## config.mk

```make
export PLATFORM = sky130hd
export DESIGN_NAME = ps2_key_decoder
export DESIGN_NICKNAME = d
export VERILOG_FILES = /design/src/rtl/ps2_pkg.sv /design/src/rtl/ps2_line_filter.sv /design/src/rtl/ps2_key_decoder.sv
export SDC_FILE = /design/constraint.sdc
export NUM_CORES = 1
export LEC_CHECK = 0
export CAP_MARGIN = 20
export CORE_UTILIZATION = 31
export CTS_CLUSTER_SIZE = 30
export DETAILED_ROUTE_END_ITERATION = 10
export SLEW_MARGIN = 15
export SYNTH_ARGS = -nofsm -noshare
export SYNTH_HDL_FRONTEND = slang
export SYNTH_SLANG_ARGS = --single-unit
```

## constraint.sdc

```tcl
create_clock -name clk_sys -period 2.4 [get_ports clk_sys]
set_input_delay 0.72 -clock clk_sys [delete_from_list [all_inputs] [get_ports clk_sys]]
set_output_delay 0.72 -clock clk_sys [all_outputs]
set_load 0.01 [all_outputs]
```

## src/rtl/ps2_pkg.sv

```systemverilog
// Shared constants, frame FSM states and helper functions for the PS/2 key decoder.
package ps2_pkg;

  localparam logic [7:0] PS2_EXT        = 8'hE0;
  localparam logic [7:0] PS2_REL        = 8'hF0;
  localparam logic [7:0] PS2_PAUSE      = 8'hE1;
  localparam logic [7:0] PS2_PAUSE_CODE = 8'h77;
  localparam logic [2:0] PS2_PAUSE_SKIP = 3'd7;
  localparam int         PS2_FRAME_BITS = 11;
  localparam int         PS2_DATA_BITS  = 8;

  typedef enum logic [1:0] {
    ST_IDLE,
    ST_SHIFT,
    ST_CHECK
  } frameState_e;

  // Keyboard housekeeping replies (ACK, BAT, echo, overrun...) never map to a key.
  function automatic logic isIgnoredCode(input logic [7:0] code);
    case (code)
      8'h00, 8'hAA, 8'hEE, 8'hFA, 8'hFC, 8'hFE, 8'hFF: return 1'b1;
      default:                                         return 1'b0;
    endcase
  endfunction

  function automatic logic isOddParity(input logic [7:0] data, input logic parity);
    return ^{data, parity};
  endfunction

endpackage

```

## src/rtl/ps2_line_filter.sv

```systemverilog
// Synchronizes one raw PS/2 line, debounces it and flags filtered falling edges.
module ps2_line_filter #(
  parameter int FILTER_LEN = 8
) (
  input  logic clk_sys,
  input  logic reset,
  input  logic i_line,
  output logic o_level,
  output logic o_fall
);

  localparam int CNT_W = (FILTER_LEN > 1) ? $clog2(FILTER_LEN) : 1;

  logic [1:0]       r_sync;
  logic [CNT_W-1:0] r_stableCnt;
  logic             r_level;
  logic             r_fall;
  logic             w_differs;
  logic             w_accept;

  assign w_differs = (r_sync[1] != r_level);
  assign w_accept  = w_differs && (r_stableCnt == CNT_W'(FILTER_LEN - 1));

  // Lines idle high, so the filter starts high to avoid a spurious edge out of reset.
  always_ff @(posedge clk_sys or posedge reset) begin
    if (reset) begin
      r_sync      <= 2'b11;
      r_stableCnt <= '0;
      r_level     <= 1'b1;
      r_fall      <= 1'b0;
    end else begin
      r_sync <= {r_sync[0], i_line};
      r_fall <= w_accept && r_level;
      if (w_accept) begin
        r_level     <= r_sync[1];
        r_stableCnt <= '0;
      end else if (w_differs) begin
        r_stableCnt <= r_stableCnt + 1'b1;
      end else begin
        r_stableCnt <= '0;
      end
    end
  end

  assign o_level = r_level;
  assign o_fall  = r_fall;

endmodule

```

## src/rtl/ps2_key_decoder.sv

```systemverilog
// PS/2 keyboard receiver: frames serial bytes, resolves E0/F0/E1 prefixes and
// publishes toggle-framed 11-bit key events.
module ps2_key_decoder
  import ps2_pkg::*;
#(
  parameter int FILTER_LEN     = 8,
  parameter int TIMEOUT_CYCLES = 36000
) (
  input  logic                      clk_sys,
  input  logic                      reset,
  input  logic                      ps2_clk,
  input  logic                      ps2_data,
  output logic [PS2_FRAME_BITS-1:0] ps2_key,
  output logic                      key_strobe,
  output logic                      frame_err
);

  localparam int TO_W = $clog2(TIMEOUT_CYCLES + 1);

  logic w_fall;
  logic w_data;
  logic w_unusedClkLevel;
  logic w_unusedDataFall;

  ps2_line_filter #(.FILTER_LEN(FILTER_LEN)) u_clkFilter (
    .clk_sys (clk_sys),
    .reset   (reset),
    .i_line  (ps2_clk),
    .o_level (w_unusedClkLevel),
    .o_fall  (w_fall)
  );

  ps2_line_filter #(.FILTER_LEN(FILTER_LEN)) u_dataFilter (
    .clk_sys (clk_sys),
    .reset   (reset),
    .i_line  (ps2_data),
    .o_level (w_data),
    .o_fall  (w_unusedDataFall)
  );

  frameState_e               r_state,  w_nextState;
  logic [3:0]                r_bitCnt, w_nextBitCnt;
  logic [PS2_DATA_BITS-1:0]  r_shift,  w_nextShift;
  logic                      r_parity, w_nextParity;
  logic                      r_stop,   w_nextStop;
  logic [TO_W-1:0]           r_toCnt,  w_nextToCnt;
  logic                      r_ext,    w_nextExt;
  logic                      r_rel,    w_nextRel;
  logic [2:0]                r_skip,   w_nextSkip;
  logic [PS2_FRAME_BITS-1:0] r_key,    w_nextKey;
  logic                      r_strobe, w_nextStrobe;
  logic                      r_err,    w_nextErr;
  logic                      w_frameOk;

  assign w_frameOk = r_stop && isOddParity(r_shift, r_parity);

  always_ff @(posedge clk_sys or posedge reset) begin
    if (reset) begin
      r_state  <= ST_IDLE;
      r_bitCnt <= '0;
      r_shift  <= '0;
      r_parity <= 1'b0;
      r_stop   <= 1'b0;
      r_toCnt  <= '0;
      r_ext    <= 1'b0;
      r_rel    <= 1'b0;
      r_skip   <= '0;
      r_key    <= '0;
      r_strobe <= 1'b0;
      r_err    <= 1'b0;
    end else begin
      r_state  <= w_nextState;
      r_bitCnt <= w_nextBitCnt;
      r_shift  <= w_nextShift;
      r_parity <= w_nextParity;
      r_stop   <= w_nextStop;
      r_toCnt  <= w_nextToCnt;
      r_ext    <= w_nextExt;
      r_rel    <= w_nextRel;
      r_skip   <= w_nextSkip;
      r_key    <= w_nextKey;
      r_strobe <= w_nextStrobe;
      r_err    <= w_nextErr;
    end
  end

  always_comb begin
    w_nextState  = r_state;
    w_nextBitCnt = r_bitCnt;
    w_nextShift  = r_shift;
    w_nextParity = r_parity;
    w_nextStop   = r_stop;
    w_nextToCnt  = r_toCnt;
    w_nextExt    = r_ext;
    w_nextRel    = r_rel;
    w_nextSkip   = r_skip;
    w_nextKey    = r_key;
    w_nextStrobe = 1'b0;
    w_nextErr    = 1'b0;

    case (r_state)
      ST_IDLE: begin
        w_nextToCnt = '0;
        if (w_fall && !w_data) begin
          w_nextState  = ST_SHIFT;
          w_nextBitCnt = '0;
        end
      end

      // Bits 0-7 are data (LSB first), 8 is parity, 9 is the stop bit.
      ST_SHIFT: begin
        if (w_fall) begin
          w_nextToCnt  = '0;
          w_nextBitCnt = r_bitCnt + 4'd1;
          if (r_bitCnt < 4'd8) begin
            w_nextShift = {w_data, r_shift[PS2_DATA_BITS-1:1]};
          end else if (r_bitCnt == 4'd8) begin
            w_nextParity = w_data;
          end else begin
            w_nextStop  = w_data;
            w_nextState = ST_CHECK;
          end
        end else if (r_toCnt == TO_W'(TIMEOUT_CYCLES - 1)) begin
          w_nextState = ST_IDLE;
          w_nextToCnt = '0;
          w_nextErr   = 1'b1;
          w_nextExt   = 1'b0;
          w_nextRel   = 1'b0;
          w_nextSkip  = '0;
        end else begin
          w_nextToCnt = r_toCnt + 1'b1;
        end
      end

      ST_CHECK: begin
        w_nextState = ST_IDLE;
        w_nextToCnt = '0;
        if (!w_frameOk) begin
          w_nextErr  = 1'b1;
          w_nextExt  = 1'b0;
          w_nextRel  = 1'b0;
          w_nextSkip = '0;
        end else if (r_skip != 3'd0) begin
          // Pause has no break code; the whole 8-byte burst becomes one press.
          w_nextSkip = r_skip - 3'd1;
          if (r_skip == 3'd1) begin
            w_nextKey    = {~r_key[PS2_FRAME_BITS-1], 1'b1, 1'b1, PS2_PAUSE_CODE};
            w_nextStrobe = 1'b1;
            w_nextExt    = 1'b0;
            w_nextRel    = 1'b0;
          end
        end else if (r_shift == PS2_PAUSE) begin
          w_nextSkip = PS2_PAUSE_SKIP;
        end else if (r_shift == PS2_EXT) begin
          w_nextExt = 1'b1;
        end else if (r_shift == PS2_REL) begin
          w_nextRel = 1'b1;
        end else if (isIgnoredCode(r_shift)) begin
          w_nextExt = 1'b0;
          w_nextRel = 1'b0;
        end else begin
          w_nextKey    = {~r_key[PS2_FRAME_BITS-1], ~r_rel, r_ext, r_shift};
          w_nextStrobe = 1'b1;
          w_nextExt    = 1'b0;
          w_nextRel    = 1'b0;
        end
      end

      default: begin
        w_nextState = ST_IDLE;
      end
    endcase
  end

  assign ps2_key    = r_key;
  assign key_strobe = r_strobe;
  assign frame_err  = r_err;

endmodule

```

Word-level counts from Yosys, hierarchy flattened:

Index checks and enable logic that the tools add are counted.

* memories: 0
* word-level logic and storage cells: 150
* bits in registers: 63
* bits in writable memories: 0
* bits in latches: 0
* bits in read-only memories: 0

* $add $sub $neg: 5
* div/mod/pow operators: 0
* bitwise operators: 4
* reductions and logical operators: 24
* magnitude comparators: 1
* equal/unequal tests: 35
* mux-type cells: 62
* shift operators: 0
* $mul: 0

Operator list (count)
* $eq 8x8->1 const B: 9
* $mux 11: 6
* $mux 16: 2
* $pmux 16 s2: 1
* $mux 1: 31
* $mux 3: 9
* $add 16x1->16 const B: 1
* $eq 16x16->1 const B: 1
* $ne 4x4->1 const B: 4
* $reduce_and 4->1: 4
* $ne 2x2->1 const B: 7
* $reduce_and 6->1: 2
* $mux 2: 5
* $reduce_xor 9->1: 1
* $logic_not 8->1: 1
* $mux 4: 2
* $pmux 4 s2: 1
* $reduce_and 7->1: 1
* $reduce_or 7->1: 1
* $add 3x1->3 const B: 2
* $eq 3x3->1 const B: 2
* $ne 3x3->1 const B: 2
* $pmux 1 s2: 3
* $pmux 3 s2: 1
* other kinds (20): 32

Depth between registers and ports, before layout:

Gate-level depths: netlist of the first run.

* word-level depth: 16
* mapped depth: 8

By module:

From an unflattened synthesis of the first run, not the netlist that was laid out.

* cell total of the unflattened synthesis: 311
* area total of the unflattened synthesis: 3285.7 sq um

Modules (own cells, without submodules)
* ps2_key_decoder: seq. area each 1251.2 sq um, instances 1, cells each 279, area an instance 2770.2 sq um
* ps2_line_filter: seq. area each 178.9 sq um, instances 2, cells each 16, area an instance 257.7 sq um

Least setup slack after synthesis of the first run:

OpenSTA, ideal clock, no wires.

* kind: register to register
* from: reg r_skip[0]
* to: reg r_key[0], in the netlist ps2_key[0]
* stages on the path, launching flop included: 8
* data arrival time: 2200 ps
* setup time: 125 ps
* path slack: 75 ps
* cell sequence: dfrtp_1 -> inv_1 -> ha_1 -> or3b_2 -> a21boi_0 -> a2111oi_4 -> buf_6 -> mux2_4

* word-level cells in the longest chain between the ends: 3

RTL lines
* start, declared: line ps2_key_decoder.sv:49 `logic [2:0] r_skip, w_nextSkip;`
* start signal, assigned: line ps2_key_decoder.sv:80 `r_skip <= w_nextSkip;`
* $eq 3x1->1 / $reduce_bool 3->1 (equally long branches): line ps2_key_decoder.sv:146, ps2_key_decoder.sv:143
* $ne 2x1->1 (no source line) / $ne 2x2->1 (equally long branches)
* $reduce_and 7->1 (no source line)
* end signal, assigned: line ps2_key_decoder.sv:81 `r_key <= w_nextKey;`
* end, declared: line ps2_key_decoder.sv:50 `logic [PS2_FRAME_BITS-1:0] r_key, w_nextKey;`

Several ways; a longest one is shown, not always the timed one.
A chain may end at the register's enable or synchronous reset.

Worst setup path after layout of the first run:

* from: reg r_skip[0]
* to: reg r_key[4], in the netlist ps2_key[4]

The elaborated chain is that of the path after synthesis.

==> impl_metrics.yaml, run 1 <==
outcome:
  run_status: "finished, final reports clean"
logic_synthesis:
  synth.lib_cells_used.distinct: 58
  synth_top_cells_by_count: "dfrtp_1 (57), nand2_1 (28), nor2_1 (21), o21ai_0 (19), inv_1 (17)"
  ys_async_sr_fraction_pct: 100.0
  synth-warning-count: 0
  postSynthNetCount: 329
  synth-edff-count: 0
  yosysTopAreaCell: "dfrtp_1"
  synth-seq-area-share_pct: 47.77
  postSynth.topFlopCell: "dfrtp_1"
  ys_top_cells_by_area: "dfrtp_1 (43%), ha_1 (5.3%), dfstp_2 (4.8%)"
  syn_inst: 311
  cell_area_after_synthesis_um2: 3316
  synth.top_cell.area_share_pct: 43.02
  synth_most_common_cell: "dfrtp_1"
  syn-mean-instance-area_um2: 10.66
  ys_ff_latch: 63
grt:
  grt-ovfl-total: 0
  grtUsageTotal_pct: 12.77
  grt_antenna_before_repair: 0
  via_count_of_the_first_global_routing_pass: 2372
  grt_pass1_wl_mm: 11.12
  grt_start_max_net_pins: 36
cts:
  clkTransAtPathRegs_ps: 70
  cts_num_sinks: 63
  postCtsHoldBufs: 0
  cts_max_level: 3
  tritoncts.num_buffers: 9
  cts_max_path_buffers: 2
  clock_tree.root_cell: "clkbuf_8"
  clk-insertion-delay-late_ps: 350
  cts_tree: "yes"
floorplanning:
  top_level_ports: 17
  fp.coreArea_um2: 10370
  die_w_um: 105.4
  die_area_um2: 11110
  initial_utilization_pct: 31.97
  dieHeight_um: 105.4
  floorplan.rows: 37
timing:
  whs_ps: 356.1
  timing.final.hold_violations: 0
  final.period_utilization_pct: 95.51
  finalClockSkew_ps: 9.571
  clock_period_minus_final_worst_setup_slack_ps: 2292
  worst_slew_pin_slew_ps: 573.2
  rsz_0062_raised_after_global_routing: "no"
  setup-tns-final_ps: 0
  setup_viol_count_final: 0
  achievable-frequency_mhz: 436.3
  timing.slew.headroom_pct: 61.43
  maxSlewViolCount: 0
pwr:
  power.density_cell_area_nw_per_um2: 563.8
  ir_drop_uv: 207.1
  finalPower_mw: 2.265
  static-leakage-power_nw: 1.778
critical_path:
  worstSetupPathDepth: 9
  r2r_start: "r_skip[0]"
  worst-path-buf-inv: 3
  worst-setup-path-type: "reg -> reg"
  worstSetupStartpointType: "flop"
  path_cells: "inv_2, ha_1, or3b_4, nand4_1, a21oi_1, a2111oi_4, buf_4, buf_12, mux2_2"
  r2r_slack_ps: 110
  biggest_cell_delay_along_the_critical_path_ps: 390
  crit_arrival_ps: 2530
  cp_data_required_time_ps: 2630
  worst_r2r_endpoint: "ps2_key[4]"
  worstPathMaxFanout: 6
  crit_family: "simple AND/OR/NAND/NOR gates"
  number_of_cell_instances_on_the_worst_register_to_register_path: 9
  slowest_stage: "dfrtp_1"
  setup.worst_path.end_class: "flop"
route:
  detail_route.wirelength_mm: 6.450
  firstDrtPassIters: 6
  post-route-drc-count: 0
  drt_first_iter_violations: 88
  ant_nets: 0
  via_count: 2389
  route.detailed.wl_per_inst_um: 13.11
  route.detailed.vias_per_inst: 4.856
final_layout:
  final_nets: 370
  fillCellCount: 1036
  number_of_antenna_cells_inserted: 0
  synthToLayoutAreaGrowth_pct: 21.17
  drive_gt1_share_pct: 20.51
worst_hold_path:
  timing.hold.worst_endpoint: "u_dataFilter.r_sync[1]"
  hp_start: "u_dataFilter.r_sync[0]"
  hold_class: "reg -> reg"
  min_delay_path_depth: 0
placement:
  port-buffer-count: 16
  routabilityCongestion: 0.8188
  hpwl_mm: 4.547
job:
  drv.max_cap_violation_count: 0
-- worst max-delay path by stage --
stage / startpoint / end / slack [ps]
after floorplan: r_skip[0] / ps2_key[0] / 70
after global placement: r_skip[0] / ps2_key[4] / 100
after detailed placement: r_skip[0] / ps2_key[5] / 60
after CTS: r_skip[0] / ps2_key[4] / 40
after global routing: r_skip[0] / ps2_key[4] / 30
final: r_skip[0] / ps2_key[4] / 110
-- state kept, by name (all words and copies together), names as in the netlist, 2 cells and up --
register and flops:
r_shift 8, r_state 2, u_clkFilter.r_sync 2, u_dataFilter.r_sync 2, r_bitCnt 4, ps2_key 11
u_clkFilter.r_stableCnt 3, r_toCnt 16, r_skip 3, u_dataFilter.r_stableCnt 3
-- layer usage --
metal,vias to the layer above,wire [um],global-route usage [%]
met4,0,160,6.942
met5,-,0,0
met2,27,2952,19.17
met3,17,169,3.340
met1,1157,3168,16.77
li1,1188,-,-
-- final cells by class --
cell class	instances	area (um^2)	share of cell area [%]
clock inverter	3	42.54	1.059
timing repair buffer	40	382.9	9.530
sequential	63	1584	39.43
tap	136	170.2	4.235
multi-input combinational	221	1619	40.30
inverter	17	63.81	1.588
clock buffer	12	155.1	3.862
-- power breakdown --
group	internal, mW	switching, mW	total, mW	leakage (nW)
sequential	1.13	0.0422	1.17	0.854
combinational	0.0738	0.0782	0.152	0.825
clock	0.529	0.409	0.938	0.0985
total	1.74	0.530	2.27	1.78
-- stage by stage --
step / utilization [%] / worst slack, ps / cells / area [um^2]
after detailed placement: 36.33 / 62.87 / 473 / 3767
after floorplan: - / 74.84 / 311 / 3316
after global routing: 38.74 / 26.39 / 492 / 4018
after global placement: 36.33 / 102.3 / 473 / 3767
after CTS: 38.24 / 38.60 / 488 / 3965
final: 38.74 / 107.7 / 492 / 4018
-- cells by family after synthesis --
family | synth area share (%)
DFF | 47.77
buffers and inverters | 3.547
and+or+nand+nor | 18.60
muxes | 8.679
AOI/OAI and AO/OA | 10.72
adders and majority gates | 5.585
xor gates and xnor gates | 5.094
-- layout by cell type (no fill, tap or decap), drive strengths merged, types with 2 or more instances in the layout --
cell type / n
a22o: 3
nor2b: 5
a21oi: 8
clkbuf: 13
or3: 5
nand2: 28
xnor3: 2
nor3: 12
mux2: 18
clkdlybuf4s50: 16
nand2b: 6
nor4: 5
ha: 14
buf: 23
dfrtp: 57
nand3: 8
a21o: 3
nand4b: 2
nor2: 21
xnor2: 7
and2: 4
xor2: 7
a31oi: 3
nand4: 7
a211oi: 2
mux2i: 5
dfstp: 6
nand3b: 3
o21ai: 19
inv: 17
a21boi: 2
-- repair_timing --
item                       in CTS  in global routing
setup endpoints to repair       0                  2
setup buffers                   0                  3
gates resized for setup         0                  4
Power figures use the tool's default switching activity.
==> run 2: changes to the inputs <==
--- a/config.mk
+++ b/config.mk
@@ -12,4 +12,5 @@
 export SLEW_MARGIN = 15
 export SYNTH_ARGS = -nofsm -noshare
 export SYNTH_HDL_FRONTEND = slang
+export SYNTH_HIERARCHICAL = 1
 export SYNTH_SLANG_ARGS = --single-unit
==> impl_metrics.yaml, run 2 <==
timing:
  rsz_0062_raised_after_global_routing: "no"
  setup-tns-final_ps: 0
  worst_slew_pin_slew_ps: 446.2
  clock_period_minus_final_worst_setup_slack_ps: 2278
  maxSlewViolCount: 0
  finalClockSkew_ps: 11.17
  timing.final.hold_violations: 0
  timing.slew.headroom_pct: 69.94
  final.period_utilization_pct: 94.91
  finalWorstSetupSlack_ps: 122.2
  whs_ps: 356.7
  achievable-frequency_mhz: 439.0
  setup_viol_count_final: 0
critical_path:
  worst_r2r_endpoint: "ps2_key[9]"
  worstPathMaxFanout: 12
  r2r_start: "r_shift[6]"
  worst-setup-path-type: "reg -> reg"
  number_of_cell_instances_on_the_worst_register_to_register_path: 5
  crit_arrival_ps: 2510
  setup.worst_path.end_class: "flop"
  worstSetupStartpointType: "flop"
  cp_data_required_time_ps: 2630
  r2r_slack_ps: 120
pwr:
  p_sw_mw: 0.7214
  static-leakage-power_nw: 1.740
  power.switching_fraction_pct: 28.92
  sequentialPowerShare_pct: 48.8
  finalPower_mw: 2.495
  power.share.combinational_pct: 17.3
  power.density_cell_area_nw_per_um2: 652.6
  ir_drop_uv: 392.8
  total_internal_power_mw: 1.773
  pwr-share-clk_pct: 33.9
cts:
  clk-insertion-delay-late_ps: 340
  cts_max_level: 3
  cts_max_path_buffers: 2
  post_cts.repair.setup_buffers: 0
  postCtsHoldBufs: 0
  cts-resized-gates: 0
  clock_tree.root_cell: "clkbuf_8"
  cts_tree: "yes"
  cts_num_sinks: 63
  clkTransAtPathRegs_ps: 70
  tritoncts.num_buffers: 9
worst_hold_path:
  min_delay_path_depth: 0
  timing.hold.worst_endpoint: "u_clkFilter/r_sync[1]"
  hold_class: "reg -> reg"
  hp_start: "u_clkFilter/r_sync[0]"
final_layout:
  final_area_um2: 3822
  seq_area_um2: 1584
  layout.cells.non_filler: 479
  layout.cells.most_common_list: "dfrtp_1 (57), nand2_1 (27), o21ai_0 (22), nor2_1 (19)"
  top_register: "r_toCnt"
  final_nets: 357
  number_of_antenna_cells_inserted: 0
  multiInputGateArea_um2: 1550
  drive_gt1_share_pct: 17.78
  synthToLayoutAreaGrowth_pct: 17.59
  fillCellCount: 1011
  postLayoutCoreUtil_pct: 37.36
  final_common_cell: "dfrtp_1"
  largest_register_ffs: 16
logic_synthesis:
  syn-mean-instance-area_um2: 10.52
  cell_area_after_synthesis_um2: 3251
  syn_inst: 309
  postSynthNetCount: 328
  synth-warning-count: 6
floorplanning:
  top_level_ports: 17
  initial_utilization_pct: 31.77
  fp.coreArea_um2: 10230
  floorplan.rows: 37
  dieHeight_um: 104.4
  die_area_um2: 10900
  die_w_um: 104.4
placement:
  routabilityCongestion: 0.7782
  detailedPlace.worstSlack_ps: 99.77
  hpwl_mm: 4.067
  placed_instances: 463
  detailed_place.area_um2: 3638
  port-buffer-count: 16
grt:
  via_count_of_the_first_global_routing_pass: 2216
  grt_antenna_before_repair: 0
  grt-ovfl-total: 0
  grtUsageTotal_pct: 11.65
  grt_start_max_net_pins: 51
  grt_pass1_wl_mm: 10.18
route:
  firstDrtPassIters: 4
  route.detailed.vias_per_inst: 4.695
  via_count: 2249
  ant_nets: 0
  post-route-drc-count: 0
  detail_route.wirelength_mm: 5.763
  drt_first_iter_violations: 92
  route.detailed.wl_per_inst_um: 12.03
job:
  drv.max_cap_violation_count: 0
outcome:
  run_status: "finished, final reports clean"
[run 2: routing by layer]
| layer | track usage [%] | part of all wire, % | up-vias |
|---|---|---|---|
| li1 | - | - | 1142 |
| met1 | 15.31 | 50 | 1073 |
| met2 | 18.12 | 46 | 30 |
| met3 | 4.135 | 3.6 | 4 |
| met4 | 3.061 | 0.69 | 0 |
| met5 | 0 | 0 | - |
[run 2: worst max path at each step]
stage                          start         end  slack, ps  cells after the start
after global placement    r_shift[6]  ps2_key[8]        160                      5
after global routing      r_shift[0]  ps2_key[9]         70                      5
after CTS                 r_shift[6]  ps2_key[9]        100                      5
after detailed placement  r_shift[6]  ps2_key[8]        100                      5
after floorplan           r_shift[2]  ps2_key[2]         40                      7
final                     r_shift[6]  ps2_key[9]        120                      5
[run 2: power by group through the flow]
stage	combinational [mW]	sequential [mW]	clock, mW
after floorplan	0.312	1.22	0
after global placement	0.423	1.24	0
after detailed placement	0.432	1.24	0
after CTS	0.434	1.22	0.879
final	0.430	1.22	0.846
after global routing	0.498	1.23	0.920
[run 2: critical path, stage by stage, from the launching register on]
cell and delay (ps):
dfrtp_1 380, xor2_1 190, xnor3_2 470, mux2i_2 170, or4_4 610, mux2_4 340
[run 2: cell type report]
cell class | count | area share (%)
Clock buffer | 11 | 3.961
Sequential cell | 63 | 41.44
Timing Repair Buffer | 29 | 7.070
Multi-Input combinational cell | 218 | 40.56
Tap cell | 136 | 4.452
Clock inverter | 5 | 0.8511
Inverter | 17 | 1.669
